--- src/rtl/iu_mult_pkg.sv ---
`default_nettype none
// ============================================================================
// Module      : iu_mult_pkg
// Description : Shared definitions for the IU pipelined multiplier.
//               - Op encodings (MUL / MULH / MULHSU / MULHU)
//               - Stage control struct
//               - sel_result(): pick low or high result half from a product
// Revision    : 1.0 - initial release
// ============================================================================
package iu_mult_pkg;

  localparam logic [1:0] OP_MUL    = 2'b00;
  localparam logic [1:0] OP_MULH   = 2'b01;
  localparam logic [1:0] OP_MULHSU = 2'b10;
  localparam logic [1:0] OP_MULHU  = 2'b11;

  // Widest operand supported by sel_result(); products are zero-extended
  // into this container so one function serves every WIDTH.
  localparam int unsigned MAX_W      = 64;
  localparam int unsigned MAX_PROD_W = 2 * MAX_W + 2;

  // Per-stage control: valid flag plus the low/high select carried with the
  // product. The tag and product fields are WIDTH/TAG_W dependent and are
  // packed alongside this struct in the top-level payload.
  typedef struct packed {
    logic vld;
    logic op_hi;
  } stage_ctrl_t;

  // Low half for MUL, bits [2*width-1:width] for the high variants.
  // Caller truncates the return value to its own width.
  function automatic logic [MAX_W-1:0] sel_result(
    input logic [MAX_PROD_W-1:0] prod,
    input logic                  op_hi,
    input int unsigned           width
  );
    return op_hi ? MAX_W'(prod >> width) : MAX_W'(prod);
  endfunction

endpackage : iu_mult_pkg
`default_nettype wire

--- src/rtl/iu_mult_pipe_stage.sv ---
`default_nettype none
// ============================================================================
// Module      : iu_mult_pipe_stage
// Description : One register slice of the multiplier pipe.
//               Valid is cleared by flush regardless of enable; payload only
//               loads on enable (bubbles may leave stale payload behind).
// Ports       : clk_i    - clock
//               rst_ni   - async active-low reset
//               en_i     - shift enable (pipe advance)
//               flush_i  - clear valid at next edge
//               vld_i    - upstream valid
//               pay_i    - upstream payload
//               vld_o    - registered valid
//               pay_o    - registered payload
// Revision    : 1.0 - initial release
// ============================================================================
module iu_mult_pipe_stage
  import iu_mult_pkg::*;
#(
  parameter int unsigned PAY_W = 8
) (
  input  logic             clk_i,
  input  logic             rst_ni,
  input  logic             en_i,
  input  logic             flush_i,
  input  logic             vld_i,
  input  logic [PAY_W-1:0] pay_i,
  output logic             vld_o,
  output logic [PAY_W-1:0] pay_o
);

  logic             vld_q;
  logic [PAY_W-1:0] pay_q;

  always_ff @(posedge clk_i or negedge rst_ni) begin
    if (!rst_ni) begin
      vld_q <= 1'b0;
      pay_q <= '0;
    end else begin
      if (flush_i) begin
        vld_q <= 1'b0;
      end else if (en_i) begin
        vld_q <= vld_i;
      end
      if (en_i) begin
        pay_q <= pay_i;
      end
    end
  end

  assign vld_o = vld_q;
  assign pay_o = pay_q;

endmodule : iu_mult_pipe_stage
`default_nettype wire

--- src/rtl/iu_mult_pipe_fpga.sv ---
`default_nettype none
// ============================================================================
// Module      : iu_mult_pipe_fpga
// Description : Pipelined integer multiplier (MUL/MULH/MULHSU/MULHU) with
//               valid/ready handshake, flush and tag passthrough. The product
//               is formed combinationally ahead of stage 0 and then carried
//               through STAGES register slices so the FPGA tools can retime
//               it into the DSP pipeline registers.
// Ports       : forever_cpuclk - clock
//               cpurst_b       - async active-low reset
//               mult_in_*      - issue side (vld/rdy/op/src0/src1/tag)
//               mult_flush     - kill all in-flight ops
//               mult_out_*     - writeback side (vld/rdy/data/tag)
//               mult_busy      - any stage holds a valid op
// Revision    : 1.0 - initial release
// ============================================================================
module iu_mult_pipe_fpga
  import iu_mult_pkg::*;
#(
  parameter int unsigned WIDTH  = 32,  // must not exceed MAX_W
  parameter int unsigned STAGES = 3,   // latency in cycles, >= 1
  parameter int unsigned TAG_W  = 5
) (
  input  logic             forever_cpuclk,
  input  logic             cpurst_b,
  input  logic             mult_in_vld,
  output logic             mult_in_rdy,
  input  logic [1:0]       mult_in_op,
  input  logic [WIDTH-1:0] mult_in_src0,
  input  logic [WIDTH-1:0] mult_in_src1,
  input  logic [TAG_W-1:0] mult_in_tag,
  input  logic             mult_flush,
  output logic             mult_out_vld,
  input  logic             mult_out_rdy,
  output logic [WIDTH-1:0] mult_out_data,
  output logic [TAG_W-1:0] mult_out_tag,
  output logic             mult_busy
);

  localparam int unsigned PROD_W = 2 * WIDTH + 2;
  localparam int unsigned PAY_W  = 1 + TAG_W + PROD_W;

  typedef struct packed {
    logic             op_hi;
    logic [TAG_W-1:0] tag;
    logic [PROD_W-1:0] prod;
  } payload_t;

  logic                     w_src0_sgn;
  logic                     w_src1_sgn;
  logic [WIDTH:0]           w_a;
  logic [WIDTH:0]           w_b;
  logic signed [PROD_W-1:0] w_a_sx;
  logic signed [PROD_W-1:0] w_b_sx;
  logic signed [PROD_W-1:0] w_prod;
  logic                     w_advance;
  logic                     w_accept;
  payload_t                 w_in_pay;
  payload_t                 w_out_pay;
  logic [STAGES:0]          w_vld;
  logic [PAY_W-1:0]         w_pay [STAGES+1];

  // Operand extension to WIDTH+1 so one signed multiplier covers all modes.
  assign w_src0_sgn = (mult_in_op == OP_MULH) || (mult_in_op == OP_MULHSU);
  assign w_src1_sgn = (mult_in_op == OP_MULH);
  assign w_a        = {w_src0_sgn & mult_in_src0[WIDTH-1], mult_in_src0};
  assign w_b        = {w_src1_sgn & mult_in_src1[WIDTH-1], mult_in_src1};

  // Operands sign-extended to full product width so the multiply is
  // self-determined at PROD_W bits (result exact modulo 2^PROD_W).
  assign w_a_sx = $signed({{(WIDTH+1){w_a[WIDTH]}}, w_a});
  assign w_b_sx = $signed({{(WIDTH+1){w_b[WIDTH]}}, w_b});
  assign w_prod = w_a_sx * w_b_sx;

  always_comb begin
    w_in_pay       = '0;
    w_in_pay.op_hi = (mult_in_op != OP_MUL);
    w_in_pay.tag   = mult_in_tag;
    w_in_pay.prod  = w_prod;
  end

  // Whole pipe moves together; it stalls only when a result sits unconsumed.
  assign w_advance   = ~mult_out_vld | mult_out_rdy;
  assign mult_in_rdy = w_advance;
  // An op offered alongside a flush is discarded rather than entering the pipe.
  assign w_accept    = mult_in_vld & w_advance & ~mult_flush;

  assign w_vld[0] = w_accept;
  assign w_pay[0] = w_in_pay;

  for (genvar i = 0; i < STAGES; i++) begin : g_stage
    iu_mult_pipe_stage #(
      .PAY_W (PAY_W)
    ) u_stage (
      .clk_i   (forever_cpuclk),
      .rst_ni  (cpurst_b),
      .en_i    (w_advance),
      .flush_i (mult_flush),
      .vld_i   (w_vld[i]),
      .pay_i   (w_pay[i]),
      .vld_o   (w_vld[i+1]),
      .pay_o   (w_pay[i+1])
    );
  end

  assign w_out_pay     = w_pay[STAGES];
  assign mult_out_vld  = w_vld[STAGES];
  assign mult_out_tag  = w_out_pay.tag;
  assign mult_out_data = WIDTH'(sel_result(MAX_PROD_W'(w_out_pay.prod),
                                           w_out_pay.op_hi, WIDTH));
  assign mult_busy     = |w_vld[STAGES:1];

endmodule : iu_mult_pipe_fpga
`default_nettype wire

--- config.mk ---
export PLATFORM = sky130hd
export DESIGN_NAME = iu_mult_pipe_fpga
export DESIGN_NICKNAME = d
export VERILOG_FILES = /design/src/rtl/iu_mult_pkg.sv /design/src/rtl/iu_mult_pipe_stage.sv /design/src/rtl/iu_mult_pipe_fpga.sv
export SDC_FILE = /design/constraint.sdc
export NUM_CORES = 2
export LEC_CHECK = 0
export CAP_MARGIN = 10
export CELL_PAD_IN_SITES_DETAIL_PLACEMENT = 1
export CELL_PAD_IN_SITES_GLOBAL_PLACEMENT = 1
export CORE_ASPECT_RATIO = 0.7
export CORE_MARGIN = 2
export CORE_UTILIZATION = 45
export DETAILED_ROUTE_END_ITERATION = 10
export PLACE_DENSITY = 0.76
export SYNTH_ARGS = -nofsm -noshare
export SYNTH_HDL_FRONTEND = slang
export SYNTH_SLANG_ARGS = --single-unit
--- constraint.sdc ---
create_clock -name forever_cpuclk -period 3.45 [get_ports forever_cpuclk]
set_clock_uncertainty 0.1 [all_clocks]
set_input_delay 0.8625 -clock forever_cpuclk [delete_from_list [all_inputs] [get_ports forever_cpuclk]]
set_output_delay 0.8625 -clock forever_cpuclk [all_outputs]
set_load 0.01 [all_outputs]
# [Yosys cells after proc, flatten, opt, wreduce, memory -nomap -nowiden]
# Cells that the tools add are included.
[classes] n_eq_ne=2 n_reduce_logical=4 bitwise=7 mux=7 multipliers=1
[ops] op="multiplier 33 x 33 -> 66 bit" count=1
[ops] op="two-way mux 32 bit" count=1
[ops] op="two-way mux 1 bit" count=6
[ops] op="AND 1 bit" count=4
[ops] op="nonzero test 2 bit" count=2
[ops] op="OR reduction 3 bit" count=1
[ops] op="equality test 2 x 1 -> 1 bit (second input constant)" count=1
[ops] op="equality test 2 bit (second input constant)" count=1
[ops] op="NOT 1 bit" count=2
[ops] op="logical OR 1 bit" count=1
[ops] op="OR 1 bit" count=1
[word_totals] ff_bits=219 output_inout_bits=40

# [Logic depth before layout (Yosys ltp)]
[logic_depth] word_depth=6 mapped_depth=33 depth_no_buf=30

# [Hierarchy]
# A second synthesis with hierarchy kept.
[hier_totals] cells_unflattened=4861 hier_area_um2=48345.1
[modules_own_cells] module="iu_mult_pipe_fpga" area_per_inst_um2=39160.1 seq_area_each_um2=0.0 cells_per_inst=4396 instances=1
[modules_own_cells] module="iu_mult_pipe_stage" area_per_inst_um2=3061.7 seq_area_each_um2=1826.8 cells_per_inst=155 instances=3

# [Worst setup path after synthesis]
# Ideal clock, no wire load.
[synth_timing] path_type="input to register" startpoint="input mult_in_op[1]" endpoint="register g_stage[0].u_stage.pay_q[61]" setup_time_ns=0.122 path_buffers=2 setup_slack_ns=-5.520 stages=30 t_arrival_ns=8.748 cell_sequence="inv_1 -> ha_1 -> and2_1 -> clkbuf_1 -> clkbuf_1 -> nand2_1 -> inv_1 -> fa_1 -> fa_1 -> fa_1 -> inv_1 -> fa_1 -> inv_1 -> fa_1 -> fa_1 -> inv_1 -> fa_1 -> fa_1 -> inv_1 -> ha_1 -> a21o_1 -> a21o_1 -> a21o_1 -> a221o_1 -> a211oi_2 -> a31oi_4 -> and2_1 -> o31ai_1 -> mux2i_1 -> nand2_1"
[synth_via] elab_chain_len=4 word_cells_on_any_way=6 cone_classes="mul: 1; eq/ne: 2; bitwise: 2; reduce/logical: 1"
[synth_rtl] item="start: declaration" line_no="iu_mult_pipe_fpga.sv:28" source="input logic [1:0] mult_in_op,"
[synth_rtl] item="equality test 2 x 1 -> 1 bit / equality test 2 bit (equally long branches)" line_no="iu_mult_pipe_fpga.sv:64, iu_mult_pipe_fpga.sv:65"
[synth_rtl] item="logical OR 1 bit" line_no="iu_mult_pipe_fpga.sv:64" source="assign w_src0_sgn = (mult_in_op == OP_MULH) || (mult_in_op == OP_MULHSU);"
[synth_rtl] item="AND 1 bit" line_no="iu_mult_pipe_fpga.sv:66" source="assign w_a = {w_src0_sgn & mult_in_src0[WIDTH-1], mult_in_src0};"
[synth_rtl] item="multiplier 33 x 33 -> 66 bit (*)" line_no="iu_mult_pipe_fpga.sv:73" source="assign w_prod = w_a_sx * w_b_sx;"
[synth_rtl] item="end signal: assignment" line_no="iu_mult_pipe_stage.sv:46" source="pay_q <= pay_i;"
[synth_rtl] item="end: declaration" line_no="iu_mult_pipe_stage.sv:33" source="logic [PAY_W-1:0] pay_q;"
# Mark *: on every way between the ends. The rest lies on a longest branch, timed or not.
# A chain may end at the register's enable or synchronous reset.

# [Final worst setup path]
[layout_timing] startpoint="input mult_in_src0[30]" endpoint="register g_stage[0].u_stage.pay_q[63]"
[layout_via] elab_chain_len=1
[layout_rtl] item="start: declaration" line_no="iu_mult_pipe_fpga.sv:29" source="input logic [WIDTH-1:0] mult_in_src0,"
[layout_rtl] item="multiplier 33 x 33 -> 66 bit" line_no="iu_mult_pipe_fpga.sv:73"
# Every way passes these cells.

==> results.toml <==
[route]
wl_um = 209000
drt_iter0_markers = 3850
post_drt_via_cell_ratio = 5.76
via_count = 41200
final_antenna_net_count = 0
drc = 0
dr.pass1.iters = 7
wl_per_cell_um = 29.2

[cts]
clk_pin_slew_worst_paths_ns = 0.07
clk_path_buf_depth = 3
cts_hold_buf = 0
tritoncts = "yes"
clock-sinks = 213
htree_levels = 1
worst_skew_pair.late_latency_ns = 0.53
ctsRootBufferMaster = "clkbuf_16"
cts_buffers = 19

[sta]
worst_pin_slew_ns = 1.28
fin_ws_ns = -5.37
rsz0062_at_grt = "true"
period_needed_ns = 8.82
drv_slew = 0
fmax_mhz = 113
max_slew_margin_pct = 14.7
fin_tns_setup_ns = -254.28
setup_viol = 60
hold_violations = 0
period_share_pct = 256

[place]
hpwl_um = 123000
port_buffers = 115
place_congestion = 0.898

[floorplan]
dieArea_um2 = 105000
die_y_um = 272
start_util_pct = 45.3
rows = 98
io-pin-count = 116
die_w_um = 387
fp.coreArea_um2 = 102000

[synth]
synth-adder-area-share_pct = 54.5
synth-compound-area-share_pct = 3.45
synth.largest_area_cell = "fa_1"
yosysUniqueCellTypes = 68
synth-xor-area-share_pct = 1.40
synth_top_area_share_pct = 48.7
synth_seq_cells = 213
synthesis.nets = 6525
synth-main-ff-cell = "dfrtp_1"
synth_seq_area_share_pct = 11.5
yosys_warnings = 0
syn_inst = 5110
yosys-mux-area-fraction_pct = 0.858
synth_top_family_by_area = "adder cells"
syn_avg_cell_area_um2 = 9.05
synth-simple-area-share_pct = 16.1
async_reset_ff_share_pct = 100
synthesis.area_um2 = 46200
synth_edf_count = 0
synthTopCellsByArea = "fa_1 49%, dfrtp_1 12%, nand2_1 10%"

[run_status]
violations = "negative setup slack"
status = "finished with violations"

[cells_and_area]
drive_above_1_share_pct = 25.0
final_cell_mix = "1225 x nand2_1, 1095 x inv_1, 1040 x fa_1, 550 x buf_4, 242 x and2_1"
nNetsFinal = 7195
final_common_cell = "nand2_1"
syn2layout_area_growth_pct = 28.7

[grt]
grt_overflow = 0
grt_pass1_vias = 46700
grt_first_pass_wirelength_um = 283000
grt_antenna_before_repair = 13
grtUsageTotal_pct = 35.4
grt_max_degree = 229

[setup_path]
crit_buf_inv = 7
crit_path_end_kind = "flip-flop"
worstSetupPathType = "in2reg"
arrival_ns = 9.08
worst_path_largest_cell_delay_ns = 0.64
cpMaxStageDelayCell = "fa_1"
worst-path-max-fanout = 8
cp.required_ns = 3.70
startpoint_type = "input port"
cp_common_cell = "fa_1"
crit_family = "adder cells"

[worst_hold_path]
hold_path.class = "in2async"

[job]
drv_cap = 0
[area by class of cell]
class,count,area (um^2)
flip-flops and latches,213,5330
clock buffers,26,532
clock inverters,8,121
multi-input cells,3427,37800
fillers,11200,42500
well taps,1350,1690
inverters,1202,4540
diodes,13,32.5
repair buffers,917,9450
[stage by stage]
| step | cells | hold WS (ns) | utilization [%] | cell area, um^2 | setup slack [ns] |
|---|---|---|---|---|---|
| 5_1_grt | 7147 | 0.228 | 58.3 | 59500 | -5.47 |
| 4_1_cts | 7102 | 0.237 | 57.2 | 58400 | -4.63 |
| 2_1_floorplan | 5110 | 0.333 | - | 47400 | -5.05 |
| 3_3_place_gp | 6836 | 0.346 | 52.7 | 53800 | -5.62 |
| 6_report | 7156 | 0.190 | 58.3 | 59500 | -5.37 |
| 3_5_place_dp | 6836 | 0.354 | 52.7 | 53800 | -5.81 |
[worst paths after layout]
kind | startpoint | to | slack, ns | cells after the start
setup / recovery | mult_in_src0[30] | g_stage[0].u_stage.pay_o[63]$_DFFE_PN0N_ | -5.37 | 27
setup reg to reg | g_stage[2].u_stage.vld_o$_DFFE_PN0P_ | g_stage[0].u_stage.pay_o[0]$_DFFE_PN0N_ | 1.17 | 5
min in group forever_cpuclk | g_stage[0].u_stage.pay_o[48]$_DFFE_PN0N_ | g_stage[1].u_stage.pay_o[48]$_DFFE_PN0N_ | 0.35 | 2
hold reg to reg | g_stage[0].u_stage.pay_o[48]$_DFFE_PN0N_ | g_stage[1].u_stage.pay_o[48]$_DFFE_PN0N_ | 0.35 | 2
hold / removal | cpurst_b | g_stage[2].u_stage.pay_o[6]$_DFFE_PN0N_ | 0.19 | 1
max in group asynchronous | cpurst_b | g_stage[1].u_stage.pay_o[55]$_DFFE_PN0N_ | 2.15 | 2
[sequential cells by signal, summed over array words and instances (netlist names)]
register	flops
g_stage.u_stage.pay_o	210
g_stage.u_stage.vld_o	3
[per-layer routing]
layer	global-route usage [%]	routed length [um]	up-vias	part of all wire [%]
li1	-	-	15900	-
met1	42.3	69500	21200	33
met2	60.7	97400	2788	47
met3	7.83	22500	1272	11
met4	17.9	19300	18	9.2
met5	0	375	-	0.18
[repair_timing]
item | CTS | global route
gates resized for setup | 625 | 292
endpoints found under the hold margin | 0 | 0
endpoints found under the setup margin | 61 | 60
pin swaps | 313 | 179
gates cloned | 14 | 1
setup buffers | 238 | 83
[synth_stat cells (all sizes together), types with 3 or more instances]
master and number:
nor3b 3, or3 6, nor2 85, nor2b 7
o21ai 55, and2 287, buf 13, nand2b 7
nand2 1279, nor3 6, a21boi 3, mux2 34
a211o 3, a21o 33, and3 19, a211oi 9
or2 7, o211ai 7, xnor2 48, o21bai 9
inv 1202, nand4 7, a21oi 88, dfrtp 213
a31oi 9, nand3 12, ha 214, o21a 10
fa 1125, xor2 26, clkbuf 255, o31ai 7
[logic make-up (layout without fill, tap and decap cells)]
kind of cell | Yosys count | count (layout)
AO/OA/AOI/OAI | 247 | 247
adder cells (fa/ha/maj) | 1339 | 1339
other | 0 | 13
AND/OR/NAND/NOR | 1732 | 1732
buffers and inverters | 1470 | 2153
multiplexers | 35 | 35
flip-flops | 213 | 213
XOR/XNOR | 74 | 74
Power is not shown: default switching activity piles up to over one toggle a cycle in this logic, so the estimate is an artifact.
